--- src/rtl/cam_frame_dma.sv ---
// Camera byte-stream to SRAM write-DMA: syncs on SOF, writes cfg_len bytes
// from cfg_base (address wraps at the top of memory), pulses done per frame.
module cam_frame_dma #(
  parameter int ADDR_W = 16,
  parameter int CNT_W  = 8
) (
  input  logic              clk,
  input  logic              rst,
  input  logic              start,
  input  logic              abort,
  input  logic              cfg_continuous,
  input  logic [ADDR_W-1:0] cfg_base,
  input  logic [ADDR_W-1:0] cfg_len,
  input  logic              s_valid,
  input  logic [7:0]        s_data,
  input  logic              s_sof,
  output logic              s_ready,
  output logic              dma_wr_en,
  output logic [ADDR_W-1:0] dma_wr_addr,
  output logic [7:0]        dma_wr_data,
  output logic              busy,
  output logic              done,
  output logic              err_short,
  output logic [CNT_W-1:0]  frame_cnt
);

  typedef enum logic [1:0] {IDLE, WAIT_SOF, CAPTURE} state_t;

  state_t            state, state_n;
  logic [ADDR_W-1:0] base, len, offset, offset_n, wr_off;
  logic              cont;
  logic              beat, wr_n, done_n, err_set, arm;

  assign s_ready = (state != IDLE) && !abort;
  assign busy    = (state != IDLE);
  assign beat    = s_valid && s_ready;

  always_comb begin
    state_n  = state;
    offset_n = offset;
    wr_off   = offset;
    wr_n     = 1'b0;
    done_n   = 1'b0;
    err_set  = 1'b0;
    arm      = 1'b0;
    if (abort) begin
      state_n = IDLE;
    end else begin
      case (state)
        IDLE: begin
          if (start && cfg_len != '0) begin
            arm     = 1'b1;
            state_n = WAIT_SOF;
          end
        end
        WAIT_SOF: begin
          if (beat && s_sof) begin
            wr_n     = 1'b1;
            wr_off   = '0;
            offset_n = ADDR_W'(1);
            if (len == ADDR_W'(1)) begin
              done_n  = 1'b1;
              state_n = cont ? WAIT_SOF : IDLE;
            end else begin
              state_n = CAPTURE;
            end
          end
        end
        CAPTURE: begin
          if (beat) begin
            wr_n = 1'b1;
            if (s_sof) begin
              // Mid-frame SOF restarts the frame at base; it never completes one.
              err_set  = 1'b1;
              wr_off   = '0;
              offset_n = ADDR_W'(1);
            end else begin
              offset_n = offset + ADDR_W'(1);
              if (offset == len - ADDR_W'(1)) begin
                done_n  = 1'b1;
                state_n = cont ? WAIT_SOF : IDLE;
              end
            end
          end
        end
        default: state_n = IDLE;
      endcase
    end
  end

  always_ff @(posedge clk) begin
    if (rst) begin
      state       <= IDLE;
      base        <= '0;
      len         <= '0;
      cont        <= 1'b0;
      offset      <= '0;
      dma_wr_en   <= 1'b0;
      dma_wr_addr <= '0;
      dma_wr_data <= '0;
      done        <= 1'b0;
      err_short   <= 1'b0;
      frame_cnt   <= '0;
    end else begin
      state     <= state_n;
      offset    <= offset_n;
      dma_wr_en <= wr_n;
      done      <= done_n;
      if (wr_n) begin
        dma_wr_addr <= base + wr_off;
        dma_wr_data <= s_data;
      end
      if (arm) begin
        base      <= cfg_base;
        len       <= cfg_len;
        cont      <= cfg_continuous;
        err_short <= 1'b0;
        frame_cnt <= '0;
      end else begin
        if (err_set) err_short <= 1'b1;
        if (done_n)  frame_cnt <= frame_cnt + CNT_W'(1);
      end
    end
  end

endmodule
--- config.mk ---
export PLATFORM = sky130hd
export DESIGN_NAME = cam_frame_dma
export DESIGN_NICKNAME = d
export VERILOG_FILES = /design/src/rtl/cam_frame_dma.sv
export SDC_FILE = /design/constraint.sdc
export NUM_CORES = 1
export LEC_CHECK = 0
export CAP_MARGIN = 40
export CORE_MARGIN = 2
export CORE_UTILIZATION = 54
export DETAILED_ROUTE_END_ITERATION = 8
export PLACE_DENSITY_LB_ADDON = 0.15
export SLEW_MARGIN = 10
export SYNTH_ARGS = -nofsm -noshare
export SYNTH_HDL_FRONTEND = slang
export SYNTH_SLANG_ARGS = --single-unit
--- constraint.sdc ---
create_clock -name clk -period 4.8 [get_ports clk]
set_clock_uncertainty 0.05 [all_clocks]
set_input_delay 1.2 -clock clk [delete_from_list [all_inputs] [get_ports clk]]
set_output_delay 1.2 -clock clk [all_outputs]
set_load 0.005 [all_outputs]
==> results.json, run 1 <==
{
  "setup_viol": 0,
  "numPortBuffers": 83,
  "ant_nets": 0,
  "yosysWarnings": 0,
  "hp-start": "dma_wr_data[2]$_SDFFE_PP0P_",
  "final_common_cell": "nand2_1",
  "power_density_nw_per_um2": 249.9,
  "maxSlewHeadroom_pct": 45.04,
  "fmax_mhz": 236.1,
  "switchingPower_w": 0.0004242,
  "placed_area_um2": 5836,
  "rows": 34,
  "leakage_nw": 2.247,
  "grt_pass1_vias": 4331,
  "cp-end-kind": "register",
  "drc": 0,
  "hold_buffers": 0,
  "p_int_w": 0.001083,
  "ys_types": 62,
  "area_growth_syn_to_layout_pct": 21.56,
  "dr.pass1.iters": 5,
  "gp_congestion": 0.9141,
  "synth_area_um2": 4962,
  "die-area_um2": 9972,
  "worstSetupStartpointType": "input port",
  "avgSynthCellArea_um2": 7.902,
  "fin_nets": 768,
  "num_vias": 4728,
  "hold_path.class": "register to register",
  "period_minus_slack_ns": 4.235,
  "post_cts_resized": 0,
  "n_fill_cell": 754,
  "htree_levels": 3,
  "die_y_um": 99.86,
  "ctsLongestPathBuffers": 2,
  "final_cell_mix": "nand2_1, dfxtp_1, clkdlybuf4s50_1",
  "grt.overflow.total": 0,
  "root_buffer": "clkbuf_8",
  "switching_share_pct": 28.14,
  "drt_iter0_drc": 254,
  "netlist.area_leader.share_pct": 34.69,
  "syn_inst": 628,
  "numCtsBuffers": 9,
  "antenna-diode-count": 0,
  "reg2reg_from": "state[0]$_SDFFE_PP0P_",
  "synth_area_leaders": "dfxtp_1, nand2_1, a21oi_1, ha_1, xnor2_1",
  "start_util_pct": 56.35,
  "yosysTopAreaCell": "dfxtp_1",
  "arrival_ns": 4.44,
  "timing.rr.end": "dma_wr_addr[12]$_SDFFE_PP0P_",
  "cap_violations": 0,
  "dp_hpwl_mm": 9.100,
  "antenna_found_initial": 0,
  "clk_pin_slew_ns": 0.10,
  "holdPathEnd": "dma_wr_data[2]$_SDFFE_PP0P_",
  "die_w_um": 99.86,
  "cp_max_fo": 16,
  "drv_slew": 0,
  "io-pin-count": 84,
  "ff2ff_path_depth": 16,
  "viasPerCell": 5.837,
  "synthFlopType": "dfxtp_1",
  "tightestPinTransition_ns": 0.8199,
  "required_ns": 5.00,
  "ys_seq_area_share_pct": 34.69,
  "p_comb_share_pct": 15.6,
  "timing.setup.tns_ns": 0,
  "whs_path_depth": 2,
  "outcome": "completed",
  "clock_power_share_pct": 34.8,
  "grt_max_degree": 38,
  "hold_viol_final": 0,
  "synth_nets": 699,
  "cts_sinks": 86,
  "ys_ff_latch": 86,
  "rsz0062_at_grt": "no",
  "fin_crit_sh_pct": 88.24,
  "postCtsSetupBuffers": 0,
  "synthArstFlopShare_pct": 0,
  "synth_edf_count": 0,
  "critPathKind": "input port to register",
  "clk-insertion-delay-late_ns": 0.36,
  "wirelength_mm": 12.20,
  "reg2reg_slack_ns": 1.15,
  "cts_tree": "done",
  "drt-wirelength-per-cell_um": 15.07,
  "grt_usage_pct": 24.49,
  "grt_pass1_wl_mm": 20.18,
  "fin_area_um2": 6032,
  "core_um2": 8806,
  "p_seq_share_pct": 49.7,
  "drive_above_1_share_pct": 6.125,
  "irDropWorstVdd_uv": 172.6
}
==> worst max-delay path: stages <==
cell and delay [ns]:
clkdlybuf4s50_1 0.55, and4bb_1 0.23, o21ai_0 0.13, buf_4 0.20
and2_1 0.19, fa_1 0.44, a21o_1 0.17, a21oi_1 0.26
o211ai_1 0.19, a41oi_1 0.27, buf_4 0.15, o21bai_1 0.06
a21oi_1 0.18, or4_1 0.14, nand3_1 0.06
==> cell families (layout without fill, tap and decap cells) <==
kind of cell             count (synthesis)  count (layout)  share of synthesized area [%]
AO/OA/AOI/OAI                          133             133                          16.77
adder cells (fa/ha/maj)                 24              24                          6.203
buffers and inverters                   44             118                          4.085
flip-flops                              86              86                          34.69
multiplexers                             3               3                         0.6052
AND/OR/NAND/NOR                        293             293                          29.70
XOR/XNOR                                45              45                          7.943
==> power groups by stage <==
stage	clock [W]	combinational, W	sequential, W
finish	0.000524	0.000235	0.000749
global route	0.000560	0.000257	0.000752
CTS	0.000527	0.000232	0.000748
detailed placement	0	0.000231	0.000765
global placement	0	0.000225	0.000764
floorplan	0	0.000162	0.000755
==> cells in the mapped netlist (2+ instances only) <==
cell	number
nand2_1	127
dfxtp_1	86
a21oi_1	73
nor2_1	39
xnor2_1	27
clkbuf_1	26
ha_1	23
nor3_1	19
nand3_1	18
xor2_1	18
and2_1	15
o21ai_0	15
nand4_1	12
inv_1	10
nor4_1	10
or3_1	10
nand2b_1	7
a21o_1	5
nand3b_1	5
nor2b_1	5
o211ai_1	5
or4_1	5
a211o_1	4
buf_6	4
o31ai_1	4
a31oi_1	3
and3_1	3
buf_2	3
mux2i_1	3
nand4b_1	3
nor3b_2	3
nor4_2	3
a22o_1	2
a41oi_1	2
and4_1	2
o21a_1	2
or4_4	2
==> sequential cells by signal (all words and copies together), names as in the netlist <==
signal / count
base: 16
dma_wr_addr: 16
len: 16
offset: 16
dma_wr_data: 8
frame_cnt: 8
state: 2
cont: 1
dma_wr_en: 1
done: 1
err_short: 1
==> worst max-delay path by stage <==
stage / startpoint / end / slack [ns] / depth (start not counted)
2_1_floorplan: abort / dma_wr_addr[14]$_SDFFE_PP0P_ / 0.37 / 15
3_3_place_gp: s_sof / dma_wr_addr[14]$_SDFFE_PP0P_ / 0.28 / 14
3_5_place_dp: s_sof / dma_wr_addr[14]$_SDFFE_PP0P_ / 0.21 / 14
4_1_cts: s_sof / dma_wr_addr[14]$_SDFFE_PP0P_ / 0.57 / 14
5_1_grt: s_sof / dma_wr_addr[14]$_SDFFE_PP0P_ / 0.37 / 14
6_report: s_sof / dma_wr_addr[12]$_SDFFE_PP0P_ / 0.56 / 15
==> through the flow <==
| step | total power (W) | std cells | setup WS [ns] | hold WS [ns] | utilization, % |
|---|---|---|---|---|---|
| after detailed placement | 0.0009961 | 794 | 0.2100 | 0.3966 | 66.27 |
| after global routing | 0.001569 | 810 | 0.3679 | 0.4342 | 68.50 |
| after global placement | 0.0009893 | 794 | 0.2829 | 0.3907 | 66.27 |
| after floorplan | 0.0009165 | 628 | 0.3724 | 0.3829 | - |
| after CTS | 0.001508 | 810 | 0.5672 | 0.4088 | 68.50 |
| final | 0.001507 | 810 | 0.5646 | 0.4087 | 68.50 |
==> metal layers <==
layer / routed length, um / track usage [%] / share of wire, %
met1: 5733 / 33.61 / 47
met2: 5689 / 41.01 / 47
met3: 640 / 2.994 / 5.2
met4: 140 / 6.428 / 1.1
met5: 0 / 0 / 0
==> layout make-up <==
class,count,area [um2],share of cell area [%]
clock inverter,6,68.82,1.141
inverter,10,37.54,0.6223
tap,108,135.1,2.240
multi-input combinational,498,3048,50.53
sequential,86,1722,28.54
clock buffer,10,127.6,2.116
timing repair buffer,92,893.4,14.81
Power figures use the tool's default switching activity.
==> run 2: changes to the inputs <==
Settings changed: CORE_MARGIN 2 to 10, SKIP_CTS_REPAIR_TIMING from default to 1.
==> results.json, run 2 (same netlist as run 1, synthesis figures left out) <==
{
  "cts_tree": "done",
  "timing.setup.tns_ns": 0,
  "final_common_cell": "nand2_1",
  "cts_sinks": 86,
  "worstSetupStartpointType": "input port",
  "antenna-diode-count": 0,
  "die_y_um": 115.9,
  "drive_above_1_share_pct": 6.125,
  "dp_hpwl_mm": 9.751,
  "gp_congestion": 0.8922,
  "ant_nets": 0,
  "critPathMaxStageDelay_ns": 0.47,
  "die-area_um2": 13420,
  "wirelength_mm": 12.63,
  "cp_max_fo": 16,
  "maxSlewHeadroom_pct": 43.64,
  "highest_layer": "met4",
  "core_um2": 8848,
  "outcome": "completed",
  "dr.pass1.iters": 5,
  "hold_viol_final": 0,
  "fin_area_um2": 6033,
  "numPortBuffers": 83,
  "drt-wirelength-per-cell_um": 15.59,
  "fmax_mhz": 234.1,
  "period_minus_slack_ns": 4.271,
  "dr_wl_met3_um": 617,
  "antenna_found_initial": 0,
  "dr_wl_met2_mm": 5.740,
  "grt.overflow.total": 0,
  "io-pin-count": 84,
  "power_density_nw_per_um2": 249.0,
  "grt_usage_pct": 18.92,
  "viasPerCell": 5.701,
  "drc": 0,
  "fin_nets": 768,
  "grt_max_degree": 44,
  "start_util_pct": 56.08,
  "drv_slew": 0,
  "arrival_ns": 4.49,
  "root_buffer": "clkbuf_8",
  "fin_crit_sh_pct": 88.98,
  "placed_area_um2": 5836,
  "cap_violations": 0,
  "cp_slowest_cell": "clkdlybuf4s50_1",
  "hold_path.class": "register to register",
  "ctsLongestPathBuffers": 2,
  "critPathKind": "input port to register",
  "area_growth_syn_to_layout_pct": 21.58,
  "clk_pin_slew_ns": 0.10,
  "worstPathCellList": "clkdlybuf4s50_1, and4bb_1, o21ai_0, buf_4, and2_1, fa_1, a21o_1, a21oi_1, o211ai_1, a41oi_1, o21ai_0, a31oi_1, xnor2_1, a22o_1",
  "num_vias": 4618,
  "rsz0062_at_grt": "no",
  "htree_levels": 3,
  "cpMostUsedCell": "o21ai_0",
  "die_w_um": 115.9,
  "final_cell_mix": "nand2_1, dfxtp_1, clkdlybuf4s50_1",
  "setup_viol": 0,
  "tightestPinTransition_ns": 0.8408,
  "leakage_nw": 2.240,
  "rows": 34,
  "grt_pass1_vias": 4528,
  "irDropWorstVdd_uv": 132.2,
  "drt_iter0_drc": 299,
  "cp-end-kind": "register",
  "wl_met1_mm": 6.102,
  "grt_pass1_wl_mm": 21.20,
  "numCtsBuffers": 9,
  "clk-insertion-delay-late_ns": 0.36,
  "required_ns": 5.02
}
[run 2: power by group]
| group | switching (W) | internal (W) |
|---|---|---|
| registers | 0.0000200 | 0.000728 |
| logic | 0.000122 | 0.000110 |
| clock network | 0.000277 | 0.000245 |
| total | 0.000419 | 0.00108 |
[run 2: worst max-delay path: cells and delay by family]
family / cells / cell delay, ns
and+or+nand+nor: 2 / 0.50
adders and majority gates: 1 / 0.43
xor gates and xnor gates: 1 / 0.09
AOI/OAI and AO/OA: 8 / 1.58
buffers and inverters: 2 / 0.68
[run 2: per-stage QoR]
| step | hold WS [ns] | total power [W] | std cells | worst slack, ns | util, % |
|---|---|---|---|---|---|
| after floorplan | 0.3829 | 0.0009165 | 628 | 0.3724 | - |
| after global placement | 0.3908 | 0.0009897 | 794 | 0.2459 | 65.95 |
| after detailed placement | 0.3971 | 0.0009944 | 794 | 0.1899 | 65.95 |
| after CTS | 0.4097 | 0.001506 | 810 | 0.5568 | 68.18 |
| after global routing | 0.4238 | 0.001569 | 810 | 0.2569 | 68.18 |
| final | 0.4078 | 0.001502 | 810 | 0.5288 | 68.18 |
[run 2: layer usage]
metal / track usage, % / up-vias
met5: 0 / -
met4: 6.005 / 0
met3: 3.411 / 17
met2: 30.60 / 115
met1: 25.02 / 2142
li1: - / 2344
[run 2: worst paths after layout]
kind | depth (start not counted) | slack (ns) | to | from
setup / recovery | 14 | 0.53 | dma_wr_addr[14]$_SDFFE_PP0P_ | abort
hold / removal | 2 | 0.41 | dma_wr_addr[9]$_SDFFE_PP0P_ | dma_wr_addr[9]$_SDFFE_PP0P_
setup reg to reg | 15 | 1.11 | dma_wr_addr[14]$_SDFFE_PP0P_ | state[1]$_SDFFE_PP0P_
hold reg to reg | 2 | 0.41 | dma_wr_addr[9]$_SDFFE_PP0P_ | dma_wr_addr[9]$_SDFFE_PP0P_
[run 2: cell type report]
cell class / count / area (um2)
multi-input combinational: 498 / 3048
inverter: 10 / 37.54
sequential: 86 / 1722
clock buffer: 10 / 127.6
fill: 739 / 2815
clock inverter: 6 / 70.07
tap: 108 / 135.1
timing repair buffer: 92 / 893.4
